File: src/rtl/exp16_issue_buffer_if.sv
// Handshake bundle for the FP16 exp issue buffer: producer side, exp pipeline side,
// consumer side and status. The slave modport is the buffer's view; master is the environment's view.
interface exp16_issue_buffer_if #(
    parameter int DW    = 16,
    parameter int TW    = 8,
    parameter int DEPTH = 8
);
    logic                    s_valid_i;
    logic                    s_ready_o;
    logic [DW-1:0]           s_x_i;
    logic [TW-1:0]           s_tag_i;
    logic                    s_last_i;
    logic                    exp_valid_o;
    logic [DW-1:0]           exp_x_o;
    logic                    exp_valid_i;
    logic [DW-1:0]           exp_y_i;
    logic                    m_valid_o;
    logic                    m_ready_i;
    logic [DW-1:0]           m_y_o;
    logic [TW-1:0]           m_tag_o;
    logic                    m_last_o;
    logic [$clog2(DEPTH):0]  occ_o;
    logic                    busy_o;
    logic                    err_align_o;

    modport slave (
        input  s_valid_i, s_x_i, s_tag_i, s_last_i, exp_valid_i, exp_y_i, m_ready_i,
        output s_ready_o, exp_valid_o, exp_x_o, m_valid_o, m_y_o, m_tag_o, m_last_o,
               occ_o, busy_o, err_align_o
    );

    modport master (
        output s_valid_i, s_x_i, s_tag_i, s_last_i, exp_valid_i, exp_y_i, m_ready_i,
        input  s_ready_o, exp_valid_o, exp_x_o, m_valid_o, m_y_o, m_tag_o, m_last_o,
               occ_o, busy_o, err_align_o
    );
endinterface

File: src/rtl/exp16_issue_buffer.sv
// Credit-based issue buffer around a fixed-latency, non-stallable FP16 exp pipeline:
// operands issue only when a result slot is guaranteed; tag/last ride a matched delay line.
module exp16_issue_buffer #(
    parameter int DW      = 16,
    parameter int TW      = 8,
    parameter int DEPTH   = 8,
    parameter int LAT_EXP = 40
) (
    input  logic                  clk,
    input  logic                  rstn,
    exp16_issue_buffer_if.slave   bus
);
    localparam int AW = $clog2(DEPTH);
    localparam int OW = AW + 1;
    localparam int MW = $clog2(LAT_EXP + 1);

    localparam logic [OW-1:0] DEPTH_C  = OW'(DEPTH);
    localparam logic [OW-1:0] ONE_O    = OW'(1);
    localparam logic [AW-1:0] ONE_A    = AW'(1);
    localparam logic [MW-1:0] MASK_END = MW'(LAT_EXP);
    localparam logic [MW-1:0] ONE_M    = MW'(1);

    typedef struct packed {
        logic          valid;
        logic [TW-1:0] tag;
        logic          last;
    } side_t;

    typedef struct packed {
        logic [DW-1:0] y;
        logic [TW-1:0] tag;
        logic          last;
    } entry_t;

    side_t         dline [LAT_EXP];
    entry_t        mem   [DEPTH];
    logic [AW-1:0] wr_ptr;
    logic [AW-1:0] rd_ptr;
    logic [OW-1:0] inflight;
    logic [OW-1:0] fifo_cnt;
    logic [OW-1:0] occ;
    logic [OW-1:0] inflight_n;
    logic [OW-1:0] fifo_cnt_n;
    logic [MW-1:0] mask_cnt;
    logic          err_align;

    side_t  dout;
    logic   accept;
    logic   wr;
    logic   pop;
    logic   m_valid;
    logic   mask_active;

    // Credit comes from the registered occupancy only, so ready never loops through valid.
    assign bus.s_ready_o = (occ < DEPTH_C);
    assign accept        = bus.s_valid_i & bus.s_ready_o;

    assign bus.exp_valid_o = accept;
    assign bus.exp_x_o     = bus.s_x_i;

    assign dout        = dline[LAT_EXP-1];
    assign wr          = dout.valid;
    assign m_valid     = (fifo_cnt != '0);
    assign pop         = m_valid & bus.m_ready_i;
    assign mask_active = (mask_cnt != MASK_END);

    always_ff @(posedge clk or negedge rstn) begin
        if (!rstn) begin
            for (int i = 0; i < LAT_EXP; i++) dline[i] <= '0;
        end else begin
            dline[0] <= '{valid: accept, tag: bus.s_tag_i, last: bus.s_last_i};
            for (int i = 1; i < LAT_EXP; i++) dline[i] <= dline[i-1];
        end
    end

    always_comb begin
        // NOTE: every always_comb output gets a default first so no path can infer a latch.
        inflight_n = inflight;
        fifo_cnt_n = fifo_cnt;
        if (accept && !wr)      inflight_n = inflight + ONE_O;
        else if (!accept && wr) inflight_n = inflight - ONE_O;
        if (wr && !pop)         fifo_cnt_n = fifo_cnt + ONE_O;
        else if (!wr && pop)    fifo_cnt_n = fifo_cnt - ONE_O;
    end

    // NOTE: state registers use non-blocking assignments so every flop samples pre-edge values.
    always_ff @(posedge clk or negedge rstn) begin
        if (!rstn) begin
            inflight  <= '0;
            fifo_cnt  <= '0;
            occ       <= '0;
            wr_ptr    <= '0;
            rd_ptr    <= '0;
            mask_cnt  <= '0;
            err_align <= 1'b0;
        end else begin
            inflight <= inflight_n;
            fifo_cnt <= fifo_cnt_n;
            occ      <= inflight_n + fifo_cnt_n;
            if (wr)  wr_ptr <= wr_ptr + ONE_A;
            if (pop) rd_ptr <= rd_ptr + ONE_A;
            if (mask_active) mask_cnt <= mask_cnt + ONE_M;
            // Stale pipeline outputs after reset are ignored until the mask expires.
            if (!mask_active && (dout.valid != bus.exp_valid_i)) err_align <= 1'b1;
        end
    end

    // NOTE: result storage is deliberately not reset; only the pointers and count define validity.
    always_ff @(posedge clk) begin
        if (wr) mem[wr_ptr] <= '{y: bus.exp_y_i, tag: dout.tag, last: dout.last};
    end

    always_ff @(posedge clk) begin
        if (rstn) assert (!(wr && fifo_cnt == DEPTH_C));
    end

    assign bus.m_valid_o   = m_valid;
    assign bus.m_y_o       = mem[rd_ptr].y;
    assign bus.m_tag_o     = mem[rd_ptr].tag;
    assign bus.m_last_o    = mem[rd_ptr].last;
    assign bus.occ_o       = occ;
    assign bus.busy_o      = (occ != '0);
    assign bus.err_align_o = err_align;
endmodule

File: src/flat_wrapper.sv
// flat-port wrapper written by rule: the top's interface ports become plain ports
module exp16_issue_buffer_flat 
#(
    parameter int DW      = 16,
    parameter int TW      = 8,
    parameter int DEPTH   = 8,
    parameter int LAT_EXP = 40
)
  (clk, rstn, bus_s_valid_i, bus_s_x_i, bus_s_tag_i, bus_s_last_i, bus_exp_valid_i, bus_exp_y_i, bus_m_ready_i, bus_s_ready_o, bus_exp_valid_o, bus_exp_x_o, bus_m_valid_o, bus_m_y_o, bus_m_tag_o, bus_m_last_o, bus_occ_o, bus_busy_o, bus_err_align_o);
  exp16_issue_buffer_if #(.DW(DW), .TW(TW), .DEPTH(DEPTH)) bus_i ();
  input  logic clk;
  input  logic rstn;
  input wire logic [$bits(bus_i.s_valid_i)-1:0] bus_s_valid_i;
  input wire logic [$bits(bus_i.s_x_i)-1:0] bus_s_x_i;
  input wire logic [$bits(bus_i.s_tag_i)-1:0] bus_s_tag_i;
  input wire logic [$bits(bus_i.s_last_i)-1:0] bus_s_last_i;
  input wire logic [$bits(bus_i.exp_valid_i)-1:0] bus_exp_valid_i;
  input wire logic [$bits(bus_i.exp_y_i)-1:0] bus_exp_y_i;
  input wire logic [$bits(bus_i.m_ready_i)-1:0] bus_m_ready_i;
  output wire logic [$bits(bus_i.s_ready_o)-1:0] bus_s_ready_o;
  output wire logic [$bits(bus_i.exp_valid_o)-1:0] bus_exp_valid_o;
  output wire logic [$bits(bus_i.exp_x_o)-1:0] bus_exp_x_o;
  output wire logic [$bits(bus_i.m_valid_o)-1:0] bus_m_valid_o;
  output wire logic [$bits(bus_i.m_y_o)-1:0] bus_m_y_o;
  output wire logic [$bits(bus_i.m_tag_o)-1:0] bus_m_tag_o;
  output wire logic [$bits(bus_i.m_last_o)-1:0] bus_m_last_o;
  output wire logic [$bits(bus_i.occ_o)-1:0] bus_occ_o;
  output wire logic [$bits(bus_i.busy_o)-1:0] bus_busy_o;
  output wire logic [$bits(bus_i.err_align_o)-1:0] bus_err_align_o;
  assign bus_i.s_valid_i = bus_s_valid_i;
  assign bus_i.s_x_i = bus_s_x_i;
  assign bus_i.s_tag_i = bus_s_tag_i;
  assign bus_i.s_last_i = bus_s_last_i;
  assign bus_i.exp_valid_i = bus_exp_valid_i;
  assign bus_i.exp_y_i = bus_exp_y_i;
  assign bus_i.m_ready_i = bus_m_ready_i;
  assign bus_s_ready_o = bus_i.s_ready_o;
  assign bus_exp_valid_o = bus_i.exp_valid_o;
  assign bus_exp_x_o = bus_i.exp_x_o;
  assign bus_m_valid_o = bus_i.m_valid_o;
  assign bus_m_y_o = bus_i.m_y_o;
  assign bus_m_tag_o = bus_i.m_tag_o;
  assign bus_m_last_o = bus_i.m_last_o;
  assign bus_occ_o = bus_i.occ_o;
  assign bus_busy_o = bus_i.busy_o;
  assign bus_err_align_o = bus_i.err_align_o;
  exp16_issue_buffer #(.DW(DW), .TW(TW), .DEPTH(DEPTH), .LAT_EXP(LAT_EXP)) u_core (.clk(clk), .rstn(rstn), .bus(bus_i));
endmodule
File: config.mk
export PLATFORM = sky130hd
export DESIGN_NAME = exp16_issue_buffer_flat
export DESIGN_NICKNAME = d
export VERILOG_FILES = /design/src/rtl/exp16_issue_buffer_if.sv /design/src/rtl/exp16_issue_buffer.sv /design/src/flat_wrapper.sv
export SDC_FILE = /design/constraint.sdc
export NUM_CORES = 1
export LEC_CHECK = 0
export ABC_AREA = 1
export BUFFER_PORTS_ARGS = -buffer_cell sky130_fd_sc_hd__buf_2
export CELL_PAD_IN_SITES_DETAIL_PLACEMENT = 2
export CELL_PAD_IN_SITES_GLOBAL_PLACEMENT = 2
export CORE_ASPECT_RATIO = 0.7
export CORE_MARGIN = 2
export CORE_UTILIZATION = 41
export DETAILED_ROUTE_END_ITERATION = 8
export PLACE_DENSITY = 0.83
export SETUP_SLACK_MARGIN = 0.3
export SLEW_MARGIN = 20
export SYNTH_ARGS = -nofsm -noshare
export SYNTH_HDL_FRONTEND = slang
export SYNTH_SLANG_ARGS = --single-unit
export TNS_END_PERCENT = 10
File: constraint.sdc
create_clock -name clk -period 2.29 [get_ports clk]
set_input_delay 0.229 -clock clk [delete_from_list [all_inputs] [get_ports clk]]
set_output_delay 0.229 -clock clk [all_outputs]
set_load 0.03 [all_outputs]
# --- Word-level counts from Yosys, hierarchy flattened ---
# Memories as Yosys holds them, arrays and structs flattened.
# Index checks and enable logic that the tools add are counted.
op_classes:
  n_reduce_logical: 11
  add_sub_neg: 8
  n_bitwise: 2
  n_eq_ne: 2
  div: 0
  n_mul: 0
  muxes: 6
  n_lt_le_gt_ge: 1
  n_shift: 0
op_table:
  columns: ["operator", "count"]
  rows:
  - ["$mux W4", 4]
  - ["$add A4 B1 Y4 const B", 2]
  - ["$reduce_bool A4 Y1", 2]
  - ["$sub A4 B1 Y4 const B", 2]
  - ["$add A3 B1 Y3 const B", 2]
  - ["$add A6 B1 Y6 const B", 1]
  - ["$ne A6 B6 Y1 const B", 1]
  - ["$logic_and A1 B1 Y1", 5]
  - ["$add A4 B4 Y4", 1]
  - ["$logic_not A1 Y1", 4]
  - ["$lt A4 B4 Y1 const B", 1]
  - ["$and A1 B1 Y1", 2]
  - ["$mux W1", 2]
  - ["$ne A1 B1 Y1", 1]
totals:
  in_bits: 46
  wordCells: 158
  output_inout_bits: 50
  reg_bits: 425
  latch_bits: 0
  mem_bits_ro: 0
  ram_bits: 200
  memories: 1
memory_table:
  columns: ["name", "depth", "word_bits", "read_ports", "rd_ports_with_merged_regs", "wr", "line", "text"]
  rows:
  - ["u_core.mem", 8, 25, 1, 0, 1, "exp16_issue_buffer.sv:36", "entry_t mem [DEPTH];"]

# --- Logic depth before layout (Yosys ltp) ---
depth:
  ltp_word: 7
  mapped_depth: 17
  ltp_nobuf: 17

# --- Least setup slack after synthesis ---
# No wires, ideal clock.
synth_timing:
  kind: "register to register"
  startpoint: "reg u_core.fifo_cnt[0]"
  endpoint: "reg u_core.occ[3] (netlist: u_core.bus.occ_o[3])"
  required_ns: 2.172
  arrival_ns: 2.128
  n_path_buf: 0
  setup_slack_ns: 0.043
  path_stages_with_launch: 17
  setup_ns: 0.118
  path_cell_list: "dfrtp_1 > inv_1 > ha_1 > nand2_2 > nand2_4 > nor2_2 > nand2_1 > nand2_1 > o211ai_1 > o21a_1 > ha_1 > nand3_1 > nand3_1 > nand3_1 > nand2_1 > nand2_1 > nand2_1"
synth_via:
  elab_chain_cells: 6
synth_rtl:
  columns: ["item", "line", "text"]
  rows:
  - ["from (decl)", "exp16_issue_buffer.sv:40", "logic [OW-1:0] fifo_cnt;"]
  - ["from (signal assigned)", "exp16_issue_buffer.sv:98", "fifo_cnt <= fifo_cnt_n;"]
  - ["$reduce_bool A4 Y1 (*)", "exp16_issue_buffer.sv:63", "assign m_valid = (fifo_cnt != '0);"]
  - ["named net bus_m_valid_o", "flat_wrapper.sv:23", "output wire logic [$bits(bus_i.m_valid_o)-1:0] bus_m_valid_o;"]
  - ["$and A1 B1 Y1 (*)", "exp16_issue_buffer.sv:64", "assign pop = m_valid & bus.m_ready_i;"]
  - ["$logic_and A1 B1 Y1 or $logic_not A1 Y1 (tied branches)", "exp16_issue_buffer.sv:83, exp16_issue_buffer.sv:82", null]
  - ["$mux W4 or $logic_and A1 B1 Y1 (tied branches)", "exp16_issue_buffer.sv:83, exp16_issue_buffer.sv:82", null]
  - ["$mux W4 (*)", "exp16_issue_buffer.sv:82", "if (wr && !pop) fifo_cnt_n = fifo_cnt + ONE_O;"]
  - ["named net u_core.fifo_cnt_n[2]", "exp16_issue_buffer.sv:43", "logic [OW-1:0] fifo_cnt_n;"]
  - ["$add A4 B4 Y4 (*)", "exp16_issue_buffer.sv:99", "occ <= inflight_n + fifo_cnt_n;"]
  - ["to (signal assigned)", "exp16_issue_buffer.sv:99", null]
  - ["to (decl)", "exp16_issue_buffer.sv:41", "logic [OW-1:0] occ;"]
# The timed path passes the listed nets; every way through them passes the cells marked *.
# A chain may end at the register's enable or synchronous reset.

# --- Worst setup path after layout ---
layout_timing:
  startpoint: "reg u_core.rd_ptr[0]"
  endpoint: "out bus_m_last_o"
layout_via:
  elab_chain_cells: 1
layout_rtl:
  columns: ["item", "line", "text"]
  rows:
  - ["from (decl)", "exp16_issue_buffer.sv:38", "logic [AW-1:0] rd_ptr;"]
  - ["from (signal assigned)", "exp16_issue_buffer.sv:101", "if (pop) rd_ptr <= rd_ptr + ONE_A;"]
  - ["$mem_v2 Z8 W25", null, null]
  - ["to (decl)", "flat_wrapper.sv:26", "output wire logic [$bits(bus_i.m_last_o)-1:0] bus_m_last_o;"]
# No other way between the ends.

==> flow_metrics.py <==
metrics = {
    "cells_and_area": {
        "layout-drive-gt1-share_pct": 21.8,
        "antennaDiodeCount": 0,
        "nFillCells": 4077,
        "fin_cells": 1944,
        "layout_commonest_cell": "dfrtp_1",
        "final_cell_mix": "422 x dfrtp_1, 200 x edfxtp_1, 148 x nor2_1, 96 x nand2_1, 61 x clkbuf_16",
        "post-route-util_pct": 51.1,
        "layout.nets": 1342,
        "syn2layout_area_growth_pct": 23.0,
    },
    "detailed_routing": {
        "viasPerCell": 5.04,
        "num_vias": 9803,
        "wire_per_inst_microns": 24.7,
        "drt_wl_total_microns": 48000,
        "drt_first_pass_iters": 4,
        "ant_nets": 0,
        "drc_errors": 0,
        "drtIter0Drc": 653,
    },
    "power_and_ir_drop": {
        "power_leakage_uw": 0.00978,
        "p_per_area_nw_per_um2": 1340,
        "fin_total_pwr_uw": 31700,
        "ir_worst_vdd_uv": 650,
    },
    "cts": {
        "path_clk_slew_ns": 0.08,
        "cts_made_buffers": 56,
        "cts_root_buf": "clkbuf_16",
        "clockBufferDepth": 3,
        "clock_latency_ns": 0.62,
        "cts_max_level": 2,
        "cts_tree": "done",
        "clock-sinks": 625,
    },
    "timing": {
        "tightest_slew_ns": 0.592,
        "layout_setup_ws_ns": -0.262,
        "fmax_mhz": 392,
        "fin_crit_sh_pct": 111,
        "grt_setup_unrepaired": "true",
        "finalSetupViolCount": 26,
        "clock_skew_ns": 0.0345,
        "finalMaxSlewViolations": 0,
        "hold_viol": 0,
        "max-slew-margin-rel_pct": 60.6,
        "whs_ns": 0.0666,
        "min_period_ns": 2.55,
    },
    "worst_setup_path": {
        "cp.arrival_ns": 2.32,
        "crit_required_ns": 2.06,
        "critPathKind": "reg -> out",
        "worstPathMaxFanout": 8,
        "critPathCaptureType": "output port",
        "start_kind": "flop",
    },
    "logic_synthesis": {
        "yosysSeqAreaShare_pct": 86.3,
        "ys_types": 34,
        "syn-num-nets": 1201,
        "ys_seq_elements": 625,
        "syn_inst": 1143,
        "yosysTopAreaCell": "dfrtp_1",
        "syn_area_sq_um": 19300,
        "yosys_warnings": 0,
        "synth_top_area_share_pct": 55.2,
        "synth_area_per_cell_sq_um": 16.9,
        "ys_top_cells_by_area": "dfrtp_1 55%, edfxtp_1 31%, nor2_1 3.2%, o32ai_1 2.3%, nand2_1 2.2%",
    },
    "run_status": {
        "status": "complete, but fails checks",
        "violations": "setup timing",
    },
    "global_routing": {
        "antenna_found_initial": 0,
        "grt_usage_pct": 20.3,
        "grt_start_max_net_pins": 115,
        "gr-total-overflow": 0,
        "grt_pass1_wl_microns": 73300,
        "first_global_vias": 11576,
    },
    "floorplan": {
        "ios": 96,
        "die_w_microns": 263,
        "die-area_sq_um": 48800,
        "fp.coreArea_sq_um": 46400,
        "die_h_microns": 185,
        "start_util_pct": 41.5,
        "rows": 66,
    },
    "place": {
        "dpl.cell_count": 1791,
        "hpwlAfterDp_microns": 24100,
        "place.gp.congestion": 0.745,
        "io_buffers": 63,
        "place_ws_ns": -0.130,
    },
    "min_path": {
        "hold_path.class": "in -> async",
    },
    "job": {
        "cap_violations": 0,
    },
}
## logic make-up (layout without fill, tap and decap cells)
group	after synthesis	in the layout	share of synthesized area, %
adders and majority gates	12	12	0.818
buffers and inverters	80	269	2.20
xor gates and xnor gates	11	11	0.500
DFF	625	625	86.3
and+or+nand+nor	301	301	6.13
muxes	1	1	0.0584
AOI/OAI and AO/OA	113	113	4.00
## timing repair
item / 4_1_cts / 5_1_grt
hold endpoints to repair: 564 / 0
setup endpoints to repair: 44 / 62
hold buffers: 29 / 0
resized for setup: 107 / 56
pin swaps: 14 / 10
gates cloned: 5 / 0
setup buffers: 10 / 3
## report_power, final
part / internal [uW] / total, uW / switching [uW] / leakage (uW)
Combinational: 3320 / 8550 / 5220 / 0.00198
Sequential: 12500 / 13100 / 566 / 0.00681
Clock: 5780 / 10100 / 4340 / 0.000992
## layer usage
metal	track usage, %	wire length, microns	part of all wire (%)
met1	24.5	18800	39
met2	37.2	25700	54
met5	0	0	0
met3	3.34	1960	4.1
met4	6.83	1520	3.2
## worst paths after layout
kind | from | to | slack [ns] | cells past startpoint
worst min register to register | u_core.dline[224] | u_core.dline[214] | 0.34 | 0
max in group asynchronous | rstn | u_core.dline[167] | 1.36 | 3
worst min-delay path | rstn | u_core.dline[368] | 0.07 | 2
min in group clk | bus_s_tag_i[1] | u_core.dline[392] | 0.27 | 2
worst max register to register | u_core.inflight[0] | u_core.bus.occ_o[3] | -0.01 | 12
worst max-delay path | u_core.rd_ptr[0] | bus_m_last_o | -0.26 | 8
## per-stage QoR
stage                     instance area (sq um)  TNS (ns)
after floorplan                           19300         0
after global placement                    20500         0
after detailed placement                  20500    -0.130
after CTS                                 23500     -4.79
after global routing                      23700     -6.87
final                                     23700     -4.20
## cells in the mapped netlist, drive strengths merged
cell    number
a21oi        1
a22o         1
a31oi        2
and3b        1
buf         39
clkbuf      16
dfrtp      425
edfxtp     200
fa           1
ha          11
inv         25
mux2         1
nand2      116
nand3       11
nand3b       1
nand4        3
nor2       167
o211ai       1
o21a         1
o21ai       56
o21bai       1
o32ai       50
or2          1
or4          1
xnor2        1
xor2        10
## state kept, by name, summed over array words and instances (netlist names)
register and cells:
u_core.mem 200, u_core.bus.err_align_o 1, u_core.dline 399, u_core.wr_ptr 3, u_core.inflight 4, u_core.rd_ptr 3
u_core.fifo_cnt 4, u_core.bus.occ_o 4, u_core.wr 1, u_core.mask_cnt 6
## worst max-delay path, cell delays in order (launching register included)
cell,delay [ns]
dfrtp_4,0.55
inv_8,0.10
buf_12,0.14
buf_12,0.15
nor2_4,0.05
o32ai_4,0.29
nand2_1,0.16
nand2_2,0.14
buf_6,0.14
## final cells by class
class	count	area, sq um	share of cell area, %
Tap cell	612	766	3.23
Inverter	25	101	0.427
Sequential cell	625	16600	70.2
Clock inverter	25	308	1.30
Timing Repair Buffer	138	1560	6.58
Multi-Input combinational cell	438	2640	11.1
Clock buffer	81	1700	7.17
Power figures use the tool's default switching activity.
